File: config.mk
export PLATFORM = sky130hd
export DESIGN_NAME = tx_drain_ctrl_flat
export DESIGN_NICKNAME = d
export VERILOG_FILES = /design/src/rtl/tx_drain_pkg.sv /design/src/rtl/tx_drain_ctrl_if.sv /design/src/rtl/tx_byte_serializer.sv /design/src/rtl/tx_drain_ctrl.sv /design/src/flat_wrapper.sv
export SDC_FILE = /design/constraint.sdc
export NUM_CORES = 1
export LEC_CHECK = 0
export BUFFER_PORTS_ARGS = -buffer_cell sky130_fd_sc_hd__buf_4
export CAP_MARGIN = 15
export CORE_MARGIN = 2
export CORE_UTILIZATION = 50
export CTS_BUF_LIST = sky130_fd_sc_hd__clkbuf_2 sky130_fd_sc_hd__clkbuf_4 sky130_fd_sc_hd__clkbuf_8
export DETAILED_ROUTE_END_ITERATION = 6
export PLACE_DENSITY = 0.78
export SYNTH_ARGS = -nofsm -noshare
export SYNTH_HDL_FRONTEND = slang
export SYNTH_SLANG_ARGS = --single-unit
export TNS_END_PERCENT = 30
File: constraint.sdc
create_clock -name clk -period 1.43 [get_ports clk]
set_input_delay 0.143 -clock clk [delete_from_list [all_inputs] [get_ports clk]]
set_output_delay 0.143 -clock clk [all_outputs]
set_load 0.05 [all_outputs]
File: src/rtl/tx_drain_pkg.sv
// Shared types and constants for the transmit-drain controller.
// Used by tx_drain_ctrl, its byte serializer and its port interface.
package tx_drain_pkg;

    typedef enum logic [1:0] {
        IDLE = 2'd0,
        DEQ  = 2'd1,
        LOAD = 2'd2,
        SEND = 2'd3
    } tx_drain_state_t;

    localparam int BLOCK_W_DEF = 64;
    localparam int BYTE_W      = 8;

endpackage

File: src/rtl/tx_drain_ctrl_if.sv
// Port bundle between the Tx FIFO / host stream and tx_drain_ctrl.
// Optional macro TX_DRAIN_PARITY_EN adds out_parity and parity_odd.
interface tx_drain_ctrl_if
    import tx_drain_pkg::*;
#(
    parameter int BLOCK_W = BLOCK_W_DEF,
    parameter int CNT_W   = 8
);
    logic               emptyTx;
    logic [BLOCK_W-1:0] tx_rdata;
    logic               trans_deq;
    logic [BYTE_W-1:0]  out_byte;
    logic               out_valid;
    logic               out_ready;
    logic               block_sent;
    logic               busy;
    logic [CNT_W-1:0]   block_count;
`ifdef TX_DRAIN_PARITY_EN
    logic               out_parity;
    logic               parity_odd;

    modport master (
        input  emptyTx, tx_rdata, out_ready, parity_odd,
        output trans_deq, out_byte, out_valid, block_sent, busy, block_count, out_parity
    );
    modport slave (
        output emptyTx, tx_rdata, out_ready, parity_odd,
        input  trans_deq, out_byte, out_valid, block_sent, busy, block_count, out_parity
    );
`else
    modport master (
        input  emptyTx, tx_rdata, out_ready,
        output trans_deq, out_byte, out_valid, block_sent, busy, block_count
    );
    modport slave (
        output emptyTx, tx_rdata, out_ready,
        input  trans_deq, out_byte, out_valid, block_sent, busy, block_count
    );
`endif
endinterface

File: src/rtl/tx_byte_serializer.sv
// Holds one cipher block and presents it MSB-first as bytes on a valid/ready
// handshake; flags the acceptance of the final byte.
module tx_byte_serializer
    import tx_drain_pkg::*;
#(
    parameter int BLOCK_W = BLOCK_W_DEF
) (
    input  logic               clk,
    input  logic               n_reset,
    input  logic               load,
    input  logic [BLOCK_W-1:0] data,
    input  logic               send_en,
    input  logic               out_ready,
    output logic [BYTE_W-1:0]  out_byte,
    output logic               out_valid,
    output logic               last_accept
);
    localparam int NBYTES = BLOCK_W / BYTE_W;
    localparam int IDX_W  = (NBYTES > 1) ? $clog2(NBYTES) : 1;

    logic [BLOCK_W-1:0] shreg;
    logic [IDX_W-1:0]   byte_idx;
    logic               accept;

    assign out_valid   = send_en;
    assign accept      = send_en && out_ready;
    // Byte is forced to zero outside SEND so no stale data is ever visible.
    assign out_byte    = send_en ? shreg[BLOCK_W-1 -: BYTE_W] : '0;
    assign last_accept = accept && (byte_idx == IDX_W'(NBYTES - 1));

    always_ff @(posedge clk or negedge n_reset) begin
        if (!n_reset) begin
            shreg    <= '0;
            byte_idx <= '0;
        end else if (load) begin
            shreg    <= data;
            byte_idx <= '0;
        end else if (accept) begin
            shreg    <= shreg << BYTE_W;
            byte_idx <= byte_idx + 1'b1;
        end
    end

endmodule

File: src/rtl/tx_drain_ctrl.sv
// Drains cipher blocks from the Tx FIFO and streams them out byte-wise.
// Optional macro TX_DRAIN_PARITY_EN adds a per-byte parity output.
module tx_drain_ctrl
    import tx_drain_pkg::*;
#(
    parameter int BLOCK_W = BLOCK_W_DEF,
    parameter int CNT_W   = 8
) (
    input  logic            clk,
    input  logic            n_reset,
    tx_drain_ctrl_if.master bus
);
    tx_drain_state_t  state_q;
    tx_drain_state_t  state_d;
    logic             last_accept;
    logic             block_sent_q;
    logic [CNT_W-1:0] block_count_q;
    logic [BYTE_W-1:0] out_byte;
    logic             out_valid;

    tx_byte_serializer #(
        .BLOCK_W (BLOCK_W)
    ) u_ser (
        .clk         (clk),
        .n_reset     (n_reset),
        .load        (state_q == LOAD),
        .data        (bus.tx_rdata),
        .send_en     (state_q == SEND),
        .out_ready   (bus.out_ready),
        .out_byte    (out_byte),
        .out_valid   (out_valid),
        .last_accept (last_accept)
    );

    always_ff @(posedge clk or negedge n_reset) begin
        if (!n_reset) begin
            state_q       <= IDLE;
            block_sent_q  <= 1'b0;
            block_count_q <= '0;
        end else begin
            state_q      <= state_d;
            block_sent_q <= last_accept;
            if (last_accept) begin
                block_count_q <= block_count_q + 1'b1;
            end
        end
    end

    // emptyTx is only consulted in IDLE and at the final byte handshake.
    always_comb begin
        state_d = state_q;
        case (state_q)
            IDLE:    if (!bus.emptyTx) state_d = DEQ;
            DEQ:     state_d = LOAD;
            LOAD:    state_d = SEND;
            SEND:    if (last_accept) state_d = bus.emptyTx ? IDLE : DEQ;
            default: state_d = IDLE;
        endcase
    end

    assign bus.trans_deq   = (state_q == DEQ);
    assign bus.busy        = (state_q != IDLE);
    assign bus.out_byte    = out_byte;
    assign bus.out_valid   = out_valid;
    assign bus.block_sent  = block_sent_q;
    assign bus.block_count = block_count_q;

`ifdef TX_DRAIN_PARITY_EN
    assign bus.out_parity = out_valid & ((^out_byte) ^ bus.parity_odd);
`endif

endmodule

File: src/flat_wrapper.sv
// flat-port wrapper written by rule: the top's interface ports become plain ports
module tx_drain_ctrl_flat import tx_drain_pkg::*;
#(
    parameter int BLOCK_W = BLOCK_W_DEF,
    parameter int CNT_W   = 8
)
  (clk, n_reset, bus_emptyTx, bus_tx_rdata, bus_out_ready, bus_trans_deq, bus_out_byte, bus_out_valid, bus_block_sent, bus_busy, bus_block_count);
  tx_drain_ctrl_if #(.BLOCK_W(BLOCK_W), .CNT_W(CNT_W)) bus_i ();
  input  logic clk;
  input  logic n_reset;
  input wire logic [$bits(bus_i.emptyTx)-1:0] bus_emptyTx;
  input wire logic [$bits(bus_i.tx_rdata)-1:0] bus_tx_rdata;
  input wire logic [$bits(bus_i.out_ready)-1:0] bus_out_ready;
  output wire logic [$bits(bus_i.trans_deq)-1:0] bus_trans_deq;
  output wire logic [$bits(bus_i.out_byte)-1:0] bus_out_byte;
  output wire logic [$bits(bus_i.out_valid)-1:0] bus_out_valid;
  output wire logic [$bits(bus_i.block_sent)-1:0] bus_block_sent;
  output wire logic [$bits(bus_i.busy)-1:0] bus_busy;
  output wire logic [$bits(bus_i.block_count)-1:0] bus_block_count;
  assign bus_i.emptyTx = bus_emptyTx;
  assign bus_i.tx_rdata = bus_tx_rdata;
  assign bus_i.out_ready = bus_out_ready;
  assign bus_trans_deq = bus_i.trans_deq;
  assign bus_out_byte = bus_i.out_byte;
  assign bus_out_valid = bus_i.out_valid;
  assign bus_block_sent = bus_i.block_sent;
  assign bus_busy = bus_i.busy;
  assign bus_block_count = bus_i.block_count;
  tx_drain_ctrl #(.BLOCK_W(BLOCK_W), .CNT_W(CNT_W)) u_core (.clk(clk), .n_reset(n_reset), .bus(bus_i));
endmodule
==> results.md <==
* Nets at 572
* Initial core utilization at 51.0%
* Storage element area at 1950 µm²
* CP required at 1290 ps
* Met2 Use GR at 35.2%
* Max-cap violations at 0
* Synth top area share at 53.6%
* Worst setup SP type: flop
* Routed vias/inst at 5.21
* Final Hold Fails at 2
* Maximum clock frequency at 641 MHz
* Peak VDD IR at 1.36 mV
* Post-DP HPWL at 5020 µm
* Worst-path fanout max at 8
* Drt wl/cell at 16.6 µm
* Skew final at 9.38 ps
* Mapped Avg Cell Area at 10.4 µm²
* Post-Syn Instances at 351
* Core ar. at 7140 µm²
* Layout cell share with drive strength beyond 1 at 35.8%
* DRC violations left at 0
* CTS max path bufs at 2
* Pin slew with the least headroom to its limit at 404 ps
* Max Slew Vio Count at 0
* Ports at 88
* Setup WS post-layout at -129 ps
* Netlist Area Pre-Place at 3640 µm²
* Core Rows at 31
* PnR Total Power at 11.4 mW
* Area grow syn2layout at 56.5%
* Status: finished with violations
* Top cells by area, synth: dfrtp_1, mux2i_1, o21ai_0, nand2_1, ha_1
* Endpoints failing setup at 76
* Final min period at 1560 ps
* H-tree depth at 3
* Power per cell area at 2010 nW/µm²
* Post-layout util at 79.9%
* Final period util at 109%
* Failing checks: negative hold slack, negative setup slack
* Die area at 7980 µm²
* DIE WIDTH at 89.4 µm
* Critical path class: flop to output port
* Cts bufs inserted at 9
* Root Driver: clkbuf_8
* Ant diodes at 0
* Register bit count reported by yosys at 78
* Syn. warnings at 0
* DR iter-0 viols at 161
* DR vias at 3122
* Clock slew at reported path FFs at 80 ps
* Final WL at 9940 µm
* CP endpoint kind: output port
* DP Worst Slack at -70.9 ps
* Hold Slack at -7.79 ps
* Sequential fraction of the synthesis area at 53.6%
* Initial antenna violation count at 0
* Hold WC Path Type: input pin to flop
* Met1 Use GR at 28.6%
* Leakage power at 2.93 nW
* Post-synth net total at 428
* Met3 Track Usage GR at 4.34%
* Vias in the first global route at 2855
* Overflow after GRT at 0
* RSZ-0062 raised after global routing: true
* FF-to-FF setup slack at -120 ps
* Synth area leader: dfrtp_1
* Worst Path Arrival at 1420 ps
* Detail Route Antenna Nets at 0
* Largest net degree at the start of global routing at 79
* Area of the multi-input gates at 1750 µm²
* Worst skew pair latency at 360 ps
* GRT Max-Usage Layer: met2
* First drt pass iteration count at 4
* Netlist cell types at 25
* I/O Buffers at 87
* Worst slew margin at 73.0%
* GRT Total Usage at 21.5%
* CTS sink cnt at 78
* Layout filler cell count at 439
* First-pass GRT wire length at 13100 µm
* Placer congestion estimate at 0.766
* Die Height at 89.4 µm
* CTS tree: built
[power by group]
part / internal, mW / switching [mW]
Combinational: 2.88 / 2.81
Sequential: 3.14 / 0.594
Clock: 1.20 / 0.818
Total: 7.23 / 4.22
[cell families (layout without fill, tap and decap cells)]
family                     Yosys count  after routing  synth area share, %
muxes                               58             58                 16.0
and+or+nand+nor                    101            102                 11.6
xor gates and xnor gates             8              8                 1.92
buffers and inverters               27            175                 3.78
DFF                                 78             78                 53.6
AOI/OAI and AO/OA                   70             70                 9.96
adders and majority gates            9              9                 3.09
[what timing repair did]
action | 4_1_cts | 5_1_grt
endpoints found under the setup margin | 29 | 87
hold buffers | 31 | 1
hold endpoints to repair | 108 | 1
gates resized for setup | 39 | 62
pin swaps | 3 | 5
gates cloned | 1 | 12
buffers inserted | 3 | 7
[through the flow]
step | TNS (ps) | area (µm²) | std cells
5_1_grt | -9270 | 5700 | 599
3_5_place_dp | -148 | 4510 | 528
6_report | -3900 | 5700 | 599
3_3_place_gp | 0 | 4510 | 528
4_1_cts | -3030 | 5230 | 579
2_1_floorplan | -192 | 3650 | 351
[cells in the final DEF, fill, tap and decap left out, types with 2 or more instances in the layout]
cell           instances
dfrtp_1               78
buf_6                 14
nand3_1                2
nand2_2                5
ha_4                   5
mux2i_1               53
o21ai_1               32
buf_8                  2
nor2_1                 4
dlygate4sd3_1         32
buf_4                 87
a21oi_2                2
clkbuf_8              10
xor2_1                 7
nand2_8                2
o21ai_2                3
nand2_1               75
mux2i_2                3
bufinv_16              3
ha_1                   2
clkbuf_16              9
inv_1                  3
and2_4                 8
ha_2                   2
o21ai_0               29
buf_12                10
clkinv_2               2
[state kept, by name, indices dropped and copies added (netlist names)]
name	count
u_core.u_ser.shreg	64
u_core.bus.block_count	8
u_core.u_ser.byte_idx	3
u_core.state_q	2
u_core.bus.block_sent	1
[path summary, 6_finish.rpt]
check,start,end,depth (start not counted)
worst max-delay path,u_core.state_q[0],bus_out_byte[4],4
worst min-delay path,bus_tx_rdata[50],u_core.u_ser.shreg[50],3
worst max register to register,u_core.state_q[0],u_core.u_ser.shreg[51],6
worst min register to register,u_core.bus.block_count[7],u_core.bus.block_count[7],1
max in group asynchronous,n_reset,u_core.u_ser.shreg[18],3
min in group asynchronous,n_reset,u_core.bus.block_count[7],3
[area by class of cell]
type                    instances  area share [%]
clock buffers                  10            2.41
clock inverters                 6            1.91
inverters                       4           0.307
multi-input cells             247            30.7
flip-flops and latches         78            34.2
well taps                      99            2.17
repair buffers                155            28.3
[cells in the mapped netlist]
master / instances
dfrtp_1: 78
nor2_1: 4
a22oi_1: 1
a2bb2oi_1: 1
xnor2_1: 1
mux2i_1: 56
clkbuf_1: 15
buf_2: 2
nor4_2: 1
and3_1: 1
nand4_2: 1
a211oi_1: 1
nor3_1: 2
nand2_1: 82
mux2_2: 2
ha_1: 9
buf_4: 3
inv_1: 4
a21oi_1: 2
nand3_1: 2
buf_6: 3
o21ai_0: 64
and2_1: 8
a221oi_1: 1
xor2_1: 7
[critical path: stages, from the launching register on]
cell and delay [ps]:
dfrtp_1 440, ha_4 200, buf_6 130, and2_4 140, buf_6 140
[layer usage]
metal / up-vias / share of wire (%)
met5: - / 0
met4: 0 / 2.0
met3: 18 / 4.5
met2: 94 / 52
met1: 1521 / 41
li1: 1489 / -
No activity file was read; power rests on OpenSTA's default activity.
